[config.mk]
export PLATFORM = sky130hd
export DESIGN_NAME = escalonador_ativos
export DESIGN_NICKNAME = d
export VERILOG_FILES = /design/src/rtl/escalonador_ativos.sv
export SDC_FILE = /design/constraint.sdc
export NUM_CORES = 1
export LEC_CHECK = 0
export CORE_MARGIN = 4
export CORE_UTILIZATION = 44
export DETAILED_ROUTE_END_ITERATION = 10
export GPL_ROUTABILITY_DRIVEN = 1
export PLACE_DENSITY_LB_ADDON = 0.15
export RECOVER_POWER = 25
export SYNTH_ARGS = -nofsm -noshare
export SYNTH_HDL_FRONTEND = slang
export SYNTH_SLANG_ARGS = --single-unit
[constraint.sdc]
create_clock -name clk -period 3.72 [get_ports clk]
set_input_delay 0.744 -clock clk [delete_from_list [all_inputs] [get_ports clk]]
set_output_delay 0.744 -clock clk [all_outputs]
set_load 0.02 [all_outputs]
[src/rtl/escalonador_ativos.sv]
// Scheduler for a pool of active nodes: inserts/updates node entries in slots
// and extracts the node with the minimum criterion via a sequential scan.
module escalonador_ativos #(
    parameter int N_NOS           = 8,
    parameter int ADR_WIDTH       = 5,
    parameter int DISTANCIA_WIDTH = 5,
    parameter int CRITERIO_WIDTH  = 5
) (
    input  logic                          clk,
    input  logic                          rst_n,
    input  logic                          ins_valid_in,
    input  logic [ADR_WIDTH-1:0]          ins_endereco_in,
    input  logic [DISTANCIA_WIDTH-1:0]    ins_distancia_in,
    input  logic [ADR_WIDTH-1:0]          ins_anterior_in,
    input  logic                          prox_valid_in,
    output logic                          ready_out,
    input  logic [N_NOS-1:0]              na_ativo_in,
    input  logic [N_NOS*ADR_WIDTH-1:0]    na_endereco_in,
    input  logic [N_NOS*CRITERIO_WIDTH-1:0] na_criterio_in,
    output logic                          ga_habilitar_out,
    output logic [N_NOS-1:0]              atualizar_out,
    output logic [N_NOS-1:0]              desativar_out,
    output logic [ADR_WIDTH-1:0]          endereco_out,
    output logic [DISTANCIA_WIDTH-1:0]    distancia_out,
    output logic [ADR_WIDTH-1:0]          anterior_out,
    output logic                          resp_valid_out,
    output logic [ADR_WIDTH-1:0]          resp_endereco_out,
    output logic [CRITERIO_WIDTH-1:0]     resp_criterio_out,
    output logic                          resp_vazio_out,
    output logic                          erro_cheio_out
);

    localparam int IDX_W = (N_NOS > 1) ? $clog2(N_NOS) : 1;
    localparam logic [IDX_W-1:0] ULTIMO = IDX_W'(N_NOS - 1);

    typedef enum logic [2:0] {
        IDLE, BUSCA, ESCRITA, SELECAO, REMOCAO, ESPERA
    } estado_t;

    estado_t                   estado_q, estado_d;
    logic [ADR_WIDTH-1:0]      ins_adr_q, ins_adr_d;
    logic [DISTANCIA_WIDTH-1:0] ins_dist_q, ins_dist_d;
    logic [ADR_WIDTH-1:0]      ins_ant_q, ins_ant_d;
    logic [IDX_W-1:0]          alvo_q, alvo_d;
    logic [IDX_W-1:0]          cnt_q, cnt_d;
    logic                      espera_q, espera_d;
    logic [IDX_W-1:0]          melhor_idx_q, melhor_idx_d;
    logic [CRITERIO_WIDTH-1:0] melhor_crit_q, melhor_crit_d;
    logic [ADR_WIDTH-1:0]      melhor_adr_q, melhor_adr_d;
    logic                      melhor_ok_q, melhor_ok_d;
    logic [ADR_WIDTH-1:0]      resp_adr_q, resp_adr_d;
    logic [CRITERIO_WIDTH-1:0] resp_crit_q, resp_crit_d;
    logic                      resp_vazio_q, resp_vazio_d;

    logic                      acha_ok, livre_ok, alvo_ok;
    logic [IDX_W-1:0]          acha_idx, livre_idx, alvo_idx;
    logic [ADR_WIDTH-1:0]      cand_adr;
    logic [CRITERIO_WIDTH-1:0] cand_crit;
    logic                      cand_melhor;

    // Descending scan so the lowest matching / free slot is the one that sticks.
    always_comb begin
        acha_ok   = 1'b0;
        acha_idx  = '0;
        livre_ok  = 1'b0;
        livre_idx = '0;
        for (int i = N_NOS - 1; i >= 0; i--) begin
            if (na_ativo_in[i] && (na_endereco_in[i*ADR_WIDTH +: ADR_WIDTH] == ins_adr_q)) begin
                acha_ok  = 1'b1;
                acha_idx = IDX_W'(i);
            end
            if (!na_ativo_in[i]) begin
                livre_ok  = 1'b1;
                livre_idx = IDX_W'(i);
            end
        end
        alvo_ok  = acha_ok | livre_ok;
        alvo_idx = acha_ok ? acha_idx : livre_idx;
    end

    assign cand_adr    = na_endereco_in[cnt_q*ADR_WIDTH +: ADR_WIDTH];
    assign cand_crit   = na_criterio_in[cnt_q*CRITERIO_WIDTH +: CRITERIO_WIDTH];
    // Strict less-than keeps the earlier (lower-index) slot on ties.
    assign cand_melhor = na_ativo_in[cnt_q] && (!melhor_ok_q || (cand_crit < melhor_crit_q));

    // NOTE: sequential state uses non-blocking assignments so every register
    // samples the pre-edge values; blocking here would create order-dependent races.
    always_ff @(posedge clk or negedge rst_n) begin
        if (!rst_n) begin
            estado_q      <= IDLE;
            ins_adr_q     <= '0;
            ins_dist_q    <= '0;
            ins_ant_q     <= '0;
            alvo_q        <= '0;
            cnt_q         <= '0;
            espera_q      <= 1'b0;
            melhor_idx_q  <= '0;
            melhor_crit_q <= '0;
            melhor_adr_q  <= '0;
            melhor_ok_q   <= 1'b0;
            resp_adr_q    <= '0;
            resp_crit_q   <= '0;
            resp_vazio_q  <= 1'b0;
        end else begin
            estado_q      <= estado_d;
            ins_adr_q     <= ins_adr_d;
            ins_dist_q    <= ins_dist_d;
            ins_ant_q     <= ins_ant_d;
            alvo_q        <= alvo_d;
            cnt_q         <= cnt_d;
            espera_q      <= espera_d;
            melhor_idx_q  <= melhor_idx_d;
            melhor_crit_q <= melhor_crit_d;
            melhor_adr_q  <= melhor_adr_d;
            melhor_ok_q   <= melhor_ok_d;
            resp_adr_q    <= resp_adr_d;
            resp_crit_q   <= resp_crit_d;
            resp_vazio_q  <= resp_vazio_d;
        end
    end

    // NOTE: every signal gets a default hold value first so no path through the
    // case statement leaves it unassigned, which would infer a latch.
    always_comb begin
        estado_d      = estado_q;
        ins_adr_d     = ins_adr_q;
        ins_dist_d    = ins_dist_q;
        ins_ant_d     = ins_ant_q;
        alvo_d        = alvo_q;
        cnt_d         = cnt_q;
        espera_d      = espera_q;
        melhor_idx_d  = melhor_idx_q;
        melhor_crit_d = melhor_crit_q;
        melhor_adr_d  = melhor_adr_q;
        melhor_ok_d   = melhor_ok_q;
        resp_adr_d    = resp_adr_q;
        resp_crit_d   = resp_crit_q;
        resp_vazio_d  = resp_vazio_q;

        unique case (estado_q)
            IDLE: begin
                if (ins_valid_in) begin
                    ins_adr_d  = ins_endereco_in;
                    ins_dist_d = ins_distancia_in;
                    ins_ant_d  = ins_anterior_in;
                    estado_d   = BUSCA;
                end else if (prox_valid_in) begin
                    cnt_d         = '0;
                    melhor_ok_d   = 1'b0;
                    melhor_idx_d  = '0;
                    melhor_crit_d = '0;
                    melhor_adr_d  = '0;
                    estado_d      = SELECAO;
                end
            end
            BUSCA: begin
                if (alvo_ok) begin
                    alvo_d   = alvo_idx;
                    estado_d = ESCRITA;
                end else begin
                    estado_d = IDLE;
                end
            end
            ESCRITA: begin
                espera_d = 1'b0;
                estado_d = ESPERA;
            end
            SELECAO: begin
                if (cand_melhor) begin
                    melhor_ok_d   = 1'b1;
                    melhor_idx_d  = cnt_q;
                    melhor_crit_d = cand_crit;
                    melhor_adr_d  = cand_adr;
                end
                if (cnt_q == ULTIMO) begin
                    estado_d = REMOCAO;
                end else begin
                    cnt_d = cnt_q + 1'b1;
                end
            end
            REMOCAO: begin
                resp_adr_d   = melhor_ok_q ? melhor_adr_q : '0;
                resp_crit_d  = melhor_ok_q ? melhor_crit_q : '0;
                resp_vazio_d = !melhor_ok_q;
                espera_d     = 1'b0;
                estado_d     = melhor_ok_q ? ESPERA : IDLE;
            end
            ESPERA: begin
                // Two cycles let the slot's criterion/active registers settle.
                if (espera_q) begin
                    estado_d = IDLE;
                end else begin
                    espera_d = 1'b1;
                end
            end
            default: estado_d = IDLE;
        endcase
    end

    always_comb begin
        ready_out         = rst_n && (estado_q == IDLE);
        ga_habilitar_out  = 1'b0;
        atualizar_out     = '0;
        desativar_out     = '0;
        endereco_out      = '0;
        distancia_out     = '0;
        anterior_out      = '0;
        resp_valid_out    = 1'b0;
        resp_endereco_out = resp_adr_q;
        resp_criterio_out = resp_crit_q;
        resp_vazio_out    = resp_vazio_q;
        erro_cheio_out    = 1'b0;

        unique case (estado_q)
            BUSCA: erro_cheio_out = !alvo_ok;
            ESCRITA: begin
                ga_habilitar_out      = 1'b1;
                atualizar_out[alvo_q] = 1'b1;
                endereco_out          = ins_adr_q;
                distancia_out         = ins_dist_q;
                anterior_out          = ins_ant_q;
            end
            REMOCAO: begin
                resp_valid_out    = 1'b1;
                resp_endereco_out = melhor_ok_q ? melhor_adr_q : '0;
                resp_criterio_out = melhor_ok_q ? melhor_crit_q : '0;
                resp_vazio_out    = !melhor_ok_q;
                if (melhor_ok_q) begin
                    ga_habilitar_out            = 1'b1;
                    desativar_out[melhor_idx_q] = 1'b1;
                end
            end
            default: ;
        endcase
    end

endmodule

# [Yosys cells after proc, flatten, opt, wreduce, memory -nomap -nowiden]
# Index checks and enable logic that the tools add are counted.
[op_classes] shift=2 add_sub_neg=1 div_mod_pow=0 reduce_logical=24 mul=1 muxes=78 eq_ne=21 bitwise=1 magnitude_cmp=6
[ops] operator="indexed part select 40 x 7 -> 5 bit" n=2
[ops] operator="two-way mux 3 bit" n=26
[ops] operator="two-way mux 5 bit" n=11
[ops] operator="equality test 5 bit" n=8
[ops] operator="two-way mux 1 bit" n=26
[ops] operator="two-way mux 8 bit" n=3
[ops] operator="case mux 5 bit (2 select lines)" n=2
[ops] operator="case mux 3 bit (6 select lines)" n=1
[ops] operator="logical AND 1 bit" n=12
[ops] operator="less-than comparator 3 x 4 -> 1 bit (second input constant)" n=3
[ops] operator="!= test 2 bit (second input constant)" n=6
[ops] operator="case mux 3 bit (2 select lines)" n=2
[ops] operator="equality test 3 bit (second input constant)" n=3
[ops] operator="AND reduction 4 bit" n=2
[ops] operator="demux 1 bit (select 3 bit)" n=2
[ops] operator="equality test 3 x 2 -> 1 bit (second input constant)" n=2
[ops] operator="greater-or-equal comparator 3 x 1 -> 1 bit (second input constant)" n=2
[ops] operator="multiplier 3 x 3 -> 6 bit (second input constant)" n=1
[ops] operator="case mux 1 bit (2 select lines)" n=3
[ops] operator="less-than comparator 5 bit" n=1
[ops] operator="AND reduction 2 bit" n=2
[ops] operator="nonzero test 2 bit" n=2
[ops] operator="adder 3 x 1 -> 3 bit (second input constant)" n=1
[ops] operator="binary-select mux 1 bit (select 3 bit)" n=1
[ops] operator="other kinds (9)" n=10
[totals] mem_count=0 ram_bits=0 out_inout_bits=46 elab_cells=148 in_bits=107 reg_bits=50 latchBits=0 rom_bits=0

# [Depth between registers and ports, before layout]
# Gate-level depths: netlist of run 1.
[logic_depth] depth_word=13 mapped_depth=15 mapped_depth_nobuf=11

# [Least setup slack after synthesis of run 1]
# Ideal clock, no wire load.
[synth_path] path_type="input to output" start="input port na_endereco_in[0]" end="output port erro_cheio_out" setup_slack_ns=0.685 arrival_time_ns=2.291 path_stages=8 path_buffers=0 path_cell_list="xor2_1 > nor4_1 > and3_1 > nor4_1 > nand2_1 > nor2_1 > nand3_1 > nor3_1"
[synth_between] elab_chain_len=6
[synth_lines] item="start: declaration" line_no="18" source="input logic [N_NOS*ADR_WIDTH-1:0] na_endereco_in,"
[synth_lines] item="equality test 5 bit" line_no="68" source="if (na_ativo_in[i] && (na_endereco_in[i*ADR_WIDTH +: ADR_WIDTH] == ins_adr_q)) begin"
[synth_lines] item="logical AND 1 bit" line_no="68"
[synth_lines] item="two-way mux 1 bit" line_no="68"
[synth_lines] item="OR 1 bit" line_no="77" source="alvo_ok = acha_ok | livre_ok;"
[synth_lines] item="logical NOT 1 bit" line_no="215" source="BUSCA: erro_cheio_out = !alvo_ok;"
[synth_lines] item="two-way mux 1 bit" line_no="214" source="unique case (estado_q)"
[synth_lines] item="end: declaration" line_no="30" source="output logic erro_cheio_out"
# No other way between the ends.

# [Worst setup path in the final report of run 1]
[layout_path] start="input port na_endereco_in[3]" end="output port erro_cheio_out"
# Same word-level chain as after synthesis.

==> summary by stage, run 1 <==
Timing
For the pin with the worst max-slew slack, the measured transition is 1.256 ns. The final-layout setup total negative slack is 0 ns. On the final layout, the worst clock skew is 0.004260 ns. The final-report max-slew violation count was 0.

Setup violations remaining at the end of the flow were counted as 0. Setup repair after global routing left no endpoint under its margin. Of the available clock period, the critical path in the final layout requires 94.75%. The maximum frequency from static timing analysis is 283.7 MHz.

The number of failing hold endpoints at the final stage was 0. The worst-case headroom to the max-slew limit is 16.30%. The post-route worst hold slack is 0.4775 ns. The shortest clock period the worst path allows after layout is 3.525 ns.

Clock tree
The H-tree was split into 2 levels. The insertion delay of the later-clocked pin in the worst-skew pair is 0.31 ns. After clock tree synthesis, the clock-pin slew on the worst setup and hold paths is 0.09 ns. The count of hold buffers inserted by post-cts repair is 0.

Counting every sink on the clock net gives 50. TritonCTS built the clock tree. The root buffer cell is clkbuf_8.

Buffers inserted during clock tree synthesis total 5. The longest clock path from root to sink contains 2 buffers.

Hold path
The class of the worst hold path is reg -> reg.

Cells and area
The area growth from synthesis to final layout is 49.73%. After the last flow step, the layout net total stands at approximately 660. In the layout the commonest cells are 150 x clkdlybuf4s50_1, 51 x nand2_1, 50 x dfrtp_1. The repair_antennas step left the layout with diodes totalling 0. The fraction of final layout cells with drive strength greater than 1 is 11.74%. The finished layout holds 650 standard cells, fillers aside.

Leaving out fill and tap cells, the most frequent cell in the layout is clkdlybuf4s50_1.

Logic synthesis
The dominant register cell in the synthesized netlist is dfrtp_1. Measured against the total synthesized area, the mux share comes to 20.14%. The synthesized flop and latch total is 50. Sequential elements use 33.74% of the synthesized area. The synthesized area per cell is 9.608 um2. The mapped netlist covers 0.003709 mm2.

The synthesized design contains 0 enable-type register cells. The count of different cell masters after synthesis is 44. The fraction of the mapped netlist area in adder cells is ~2%.

The yosys synthesis warning count is 0. By area, the combinational part of the netlist is dominated by simple AND/OR/NAND/NOR gates. The share of async-settable or async-resettable flops after synthesis is 100.0%.

The cell count after synthesis came out at 386. The synthesized netlist devotes 8.165% of its cell area to compound gates. The basic-gate share of the synthesized area counting and, or, nand and nor cells is 21.49%.

When the netlist entered floorplanning its net count stood at roughly 500. Of the total synthesized cell area, the portion taken by XOR and XNOR cells is 9.447%.

Power
Power spread over the standard cell area amounts to between 600 and 700 mW/mm2. The worst supply voltage drop on vdd is 0.2887 mV. The static leakage power is 0.002334 uW.

Worst setup path
The highest cell delay on the worst timing path is slightly below 0.5 ns. The critical path crosses 10 cells after its start point. The cell with the most instances on the worst path is nor4_1. The cell with the biggest individual delay on the critical path is clkdlybuf4s50_1. The worst setup path is captured at a primary output. The signal on the critical path passes through clkdlybuf4s50_1, xor2_1, nor4_1, and3_1, nor4_1, nand2_1, nor2_1, nand3_1, nor3_1, clkbuf_2. In this run the worst setup path terminates at erro_cheio_out. The buffers plus inverters on the worst setup path is 2. The first element of the critical path is na_endereco_in[3].

Data on the critical path arrives at its endpoint at 2.78 ns. The dominant delay contributor by cell family on the critical path is simple AND/OR/NAND/NOR gates. The worst register-to-register path has a depth of 12. The kind of start point of the critical path is an input port.

Of all nets on the critical path, the largest fanout is 2. The class of the most critical setup path is in -> out. For the worst setup path, the data required time is 2.98 ns. The reg2reg setup slack is 0.48 ns. The worst register-to-register path begins at cnt_q[0]. The capture instance of the worst register-to-register path is melhor_adr_q[1].

Status
The run finished with clean final reports.

Place
The total of buffers placed on input and output ports is roughly 150. After detailed placement, the design holds a cell count of 642. At the end of routability-driven placement, the weighted congestion stood at 0.8413.

The sum of net half-perimeters after detailed placement is 9056 um.

Routing
The total DRC errors in the routed layout is 0. The ratio of routed vias to standard cells is approximately 5.3. The number of design-rule violations left by the first detailed-router iteration is 130.

The number of vias in the routed layout is 3458. The total iterations of the first detailed-routing run is 4. The average routed wire per standard cell is 17.14 um. The count of antenna-violating nets left after detailed routing is 0. The final wirelength is 11140 um.

Floorplan
The number of rows in the core area is 33. The area inside the core boundary is just over 0.008 mm2. The die is 99.81 um tall. The top-level I/O count is 153. The initial utilization of the core area, before any placement, comes to 45.13%. The die covers roughly 0.01 mm2. The die is between 90 and 100 um wide.

Global routing
The number of global-route vias before repair is about 3700. The first-pass GRT wire length is roughly 18000 um. In the global route stage, overall resource usage came out at a little under a quarter. The largest net degree at the start of global routing is 51. The overflow left after global routing is 0. The number of antenna violations at the first check in global routing is 0.

Flow run
Max-cap violations in this run came to 0.
## tightest hold or removal path: stages, from the launching register on
cell and delay (ns):
dfrtp_1 0.34, nand2_1 0.04, nand2_1 0.06
## layer usage
layer,GRT usage [%],up-vias,wire length [um]
met5,0,-,0
met4,4.622,0,82
met3,6.602,7,913
met2,39.05,109,5552
met1,28.07,1653,4590
li1,-,1689,-
## cells by family after synthesis
family                     after synthesis
and+or+nand+nor                        161
DFF                                     50
AOI/OAI and AO/OA                       45
muxes                                   44
xor gates and xnor gates                40
buffers and inverters                   40
adders and majority gates                6
## where the power goes
group | leakage (uW) | switching (uW) | total [uW] | internal (uW)
clock network | 0.0000714 | 193 | 480 | 287
registers | 0.000639 | 360 | 1160 | 796
logic | 0.00162 | 946 | 2000 | 1050
total | 0.00233 | 1500 | 3630 | 2130
## sequential cells by signal, indices dropped and copies added (netlist names)
register,cells
espera_q,1
ins_adr_q,5
cnt_q,3
resp_crit_q,5
melhor_ok_q,1
ins_ant_q,5
melhor_idx_q,3
resp_adr_q,5
melhor_adr_q,5
melhor_crit_q,5
estado_q,3
resp_vazio_q,1
ins_dist_q,5
alvo_q,3
## final cells by class
type                    instances  area (um2)
well taps                     105       131.4
repair buffers                175        1680
inverters                      16       60.06
clock inverters                 2       60.06
flip-flops and latches         50        1251
clock buffers                   6       82.58
multi-input cells             296        2287
fillers                       670        2664
## cell usage after synthesis (all sizes together) (11+ instances only)
master	count	area [um2]
and2	18	112.6
clkbuf	14	52.55
dfrtp	50	1251
inv	16	60.06
mux2	15	168.9
mux4	22	495.5
nand2	52	197.7
nand3	26	130.1
nor2	17	63.81
nor3	11	55.05
o21ai	21	105.1
xnor2	14	122.6
xor2	26	227.7
## worst min-delay path by stage
stage	from	cells after the start	end
2_1_floorplan	rst_n	0	alvo_q[0]
3_3_place_gp	resp_adr_q[4]	2	resp_adr_q[4]
3_5_place_dp	resp_adr_q[0]	2	resp_adr_q[0]
4_1_cts	resp_adr_q[0]	2	resp_adr_q[0]
5_1_grt	resp_adr_q[0]	2	resp_adr_q[0]
6_report	resp_crit_q[0]	2	resp_crit_q[0]
## repair_timing
item	in CTS	in global routing
buffers inserted	0	0
setup endpoints to repair	1	1
resized for setup	2	4
## per-stage QoR
step	power, uW	instance area, um2	utilization [%]	setup WS, ns
global placement	3114	5404	65.77	-0.2208
floorplan	2474	3709	-	0.6849
finish	3632	5553	67.58	0.1952
CTS	3660	5547	67.50	0.004386
global route	3916	5553	67.58	0.01135
detailed placement	3174	5404	65.77	-0.2928
Note: power is estimated with default switching activity, not from simulation.
==> inputs of run 2 (changes only) <==
--- a/config.mk
+++ b/config.mk
@@ -7,6 +7,7 @@
 export LEC_CHECK = 0
 export CORE_MARGIN = 4
 export CORE_UTILIZATION = 44
+export CTS_BUF_LIST = sky130_fd_sc_hd__clkbuf_4 sky130_fd_sc_hd__clkbuf_8 sky130_fd_sc_hd__clkbuf_16
 export DETAILED_ROUTE_END_ITERATION = 10
 export GPL_ROUTABILITY_DRIVEN = 1
 export PLACE_DENSITY_LB_ADDON = 0.15
==> results of run 2 <==
Same layout as run 1: the final DEF is identical, and so are final timing and power.
==> inputs of run 3 (changes only) <==
==> constraint.sdc (replaced) <==
create_clock -name clk -period 3.72 [get_ports clk]
set_input_delay 0.744 -clock clk [delete_from_list [all_inputs] [get_ports clk]]
set_output_delay 0.744 -clock clk [all_outputs]
set_load 0.01 [all_outputs]
==> run 3 against run 2 <==
The run now ends with max-capacitance violations, max-slew violations left. Largest cell class unchanged. Non-clock buffer count is the same. Sequential share of layout area is essentially flat. Die area is the same. Flip-flop and latch count is the same. Sequential power is essentially flat. Design area grew 0.20%. Register-to-register slack lost 0.02 ns. Clock power is essentially flat. Count of clock-buffer cells in the layout is the same. Setup slack lost 0.059 ns. Clock skew is essentially flat.
==> summary by stage, run 3 (synthesis gave the netlist of run 1 again) <==
Worst setup path
The largest fanout of any net on the critical path is 2. The capture instance of the worst register-to-register path is melhor_adr_q[0]. The worst setup path is of the in -> out kind.

The worst path arrival time is 2.84 ns. The worst path required time is 2.98 ns. The worst setup path is launched from an input port. Setup slack on the worst reg-to-reg path comes out at 0.46 ns. In this run the critical register-to-register path is launched from cnt_q[0].

The worst reg2reg path depth is 12. The type of element capturing the critical path is a primary output.

Place
The placement-stage cell area is about 0.0054 mm2. Summed over all nets, the half-perimeter wirelength after detailed placement is 9124 um. At the end of routability-driven placement, the weighted congestion stood at 0.8413. The total of buffers placed on input and output ports is 152.

Routing
The final wirelength is roughly 11000 um. The number of design-rule violations left by the first detailed-router iteration is 151. The count of antenna-violating nets left after detailed routing is 0. The routed layout has between 3000 and 4000 vias. After detailed routing, the number of vias per cell comes to ~5.4. After detailed routing, the number of remaining DRC violations is 0. The total iterations of the first detailed-routing run is 4. After detailed routing, the average wire length per cell comes to 17.25 um.

Floorplan
The vertical die dimension is 99.81 um. From left edge to right edge, the die measures around 100 um. For this configuration, the core starts out at a cell density of between 40 and 50%. The die covers 0.009961 mm2.

The top-level I/O count is 153. After floorplanning, the core was divided into 33 placement rows. The core region is 0.008217 mm2.

Power
The static leakage power is between 0.002 and 0.0025 uW. The overall power is 3541 uW. In this run the power density over the cells is 636.5 mW/mm2. The worst supply voltage drop on vdd is 0.2908 mV.

Flow run
Max-cap violations in this run came to 1.

Global routing
The largest net degree at the start of global routing is 51. The overflow left after global routing is 0. The overall fraction of global-route tracks in use is 22.75%. The number of antenna violations at the first check in global routing is 0. The first global-routing pass estimated roughly 18000 um of wire. The number of global-route vias before repair was 3723.

Cells and area
In the layout the commonest cells are 150 x clkdlybuf4s50_1, 51 x nand2_1, 50 x dfrtp_1. The final core utilization is 67.72%. Cells with a size suffix above 1 make up a little under an eighth of the layout. The total number of nets in the final design is about 660. Summing all non-filler instances in the final layout gives an area of about 0.0056 mm2. The area growth from synthesis to final layout is 50.03%. The most common library cell in the layout ignoring fill and taps is clkdlybuf4s50_1. The antenna diode count is 0.

Timing
The final-layout setup total negative slack is 0 ns. The measured slew at the worst slew-check pin is 2.732 ns. The worst-case headroom to the max-slew limit is -82.11%. The worst path needs between 3 and 4 ns of the cycle, external delays included. The clock skew is 0.003831 ns. The final-report max-slew violation count is 51. Of the available clock period, the critical path in the final layout requires 96.33%.

The final setup violation count is 0. Timing would allow up to 279.1 MHz. Setup repair after global routing left no endpoint under its margin. The number of failing hold endpoints at the final stage was 0.

Clock tree
The clock passes through at most 2 buffers. The cell sitting at the root of the clock tree is a clkbuf_8. The total clock sinks is 50.

The setup fix buffers added after clock tree synthesis is 0. TritonCTS built the clock tree. Clock latency on the worst-skew pair, taken at its later pin, is 0.30 ns.

The H-tree level count is 2. The number of clock buffers inserted by TritonCTS is 5. The clock transition time at the flip-flop clock pins of the worst setup and hold paths is about 0.090 ns.

Hold path
For hold timing, the worst endpoint is resp_adr_q[4]. Along the worst hold path, the cell count comes to 2. The worst hold path begins at resp_adr_q[4]. The min-delay analysis places its worst path in the category reg -> reg.

Status
The run finished, with violations left. The final reports fail on max-capacitance violations, max-slew violations.
[run 3: changes by cell type in the layout (fill, tap and decap cells not counted), sizes merged]
| cell | previous run | this run |
|---|---|---|
| dlygate4sd1 | 0 | 1 |
| clkbuf | 9 | 8 |
[run 3: power breakdown]
| group | internal [uW] | leakage [uW] | switching (uW) |
|---|---|---|---|
| logic | 1050 | 0.00163 | 858 |
| clock network | 287 | 0.0000714 | 190 |
| registers | 796 | 0.000639 | 359 |
| total | 2130 | 0.00234 | 1410 |
[run 3: layout make-up]
class	instances	area, um2
repair buffers	175	1683
multi-input cells	296	2296
well taps	105	131.4
clock buffers	6	82.58
clock inverters	2	60.06
flip-flops and latches	50	1251
inverters	16	60.06
fillers	670	2653
[run 3: routing by layer]
metal	track usage [%]	vias up	wire length (um)
met2	39.97	139	5700
li1	-	1689	-
met4	5.672	0	154
met3	6.393	13	895
met5	0	-	0
met1	27.53	1677	4465
[run 3: worst max-delay path by stage]
stage                        from               end  slack (ns)  cells after the start
3_5_place_dp   na_endereco_in[24]    erro_cheio_out       -0.21                     10
6_report        na_endereco_in[3]    erro_cheio_out        0.14                     10
2_1_floorplan            cnt_q[0]  melhor_crit_q[4]        0.69                     14
5_1_grt        na_endereco_in[24]    erro_cheio_out       0.004                     10
4_1_cts        na_endereco_in[24]    erro_cheio_out        0.13                     10
3_3_place_gp   na_endereco_in[20]    erro_cheio_out       -0.15                     10
[run 3: metrics by stage]
| stage | hold slack (ns) | setup WS, ns | instances |
|---|---|---|---|
| 2_1_floorplan | 0.4484 | 0.6916 | 386 |
| 3_3_place_gp | 0.4486 | -0.1530 | 642 |
| 3_5_place_dp | 0.4596 | -0.2096 | 642 |
| 4_1_cts | 0.4809 | 0.1348 | 650 |
| 5_1_grt | 0.5012 | 0.003631 | 650 |
| 6_report | 0.4781 | 0.1367 | 650 |
[run 3: critical path, cell delays in order]
cell and delay (ns):
clkdlybuf4s50_1 0.49, xor2_1 0.16, nor4_1 0.08, and3_1 0.19
nor4_2 0.34, nand2_1 0.14, nor2_2 0.15, nand3_1 0.11
nor3_1 0.14, dlygate4sd1_1 0.29
[run 3: what timing repair did]
action / in CTS / in global routing
endpoints found under the hold margin: 0 / 0
gates cloned: 0 / 0
gates resized for setup: 3 / 4
hold buffers: 0 / 0
setup endpoints to repair: 1 / 1
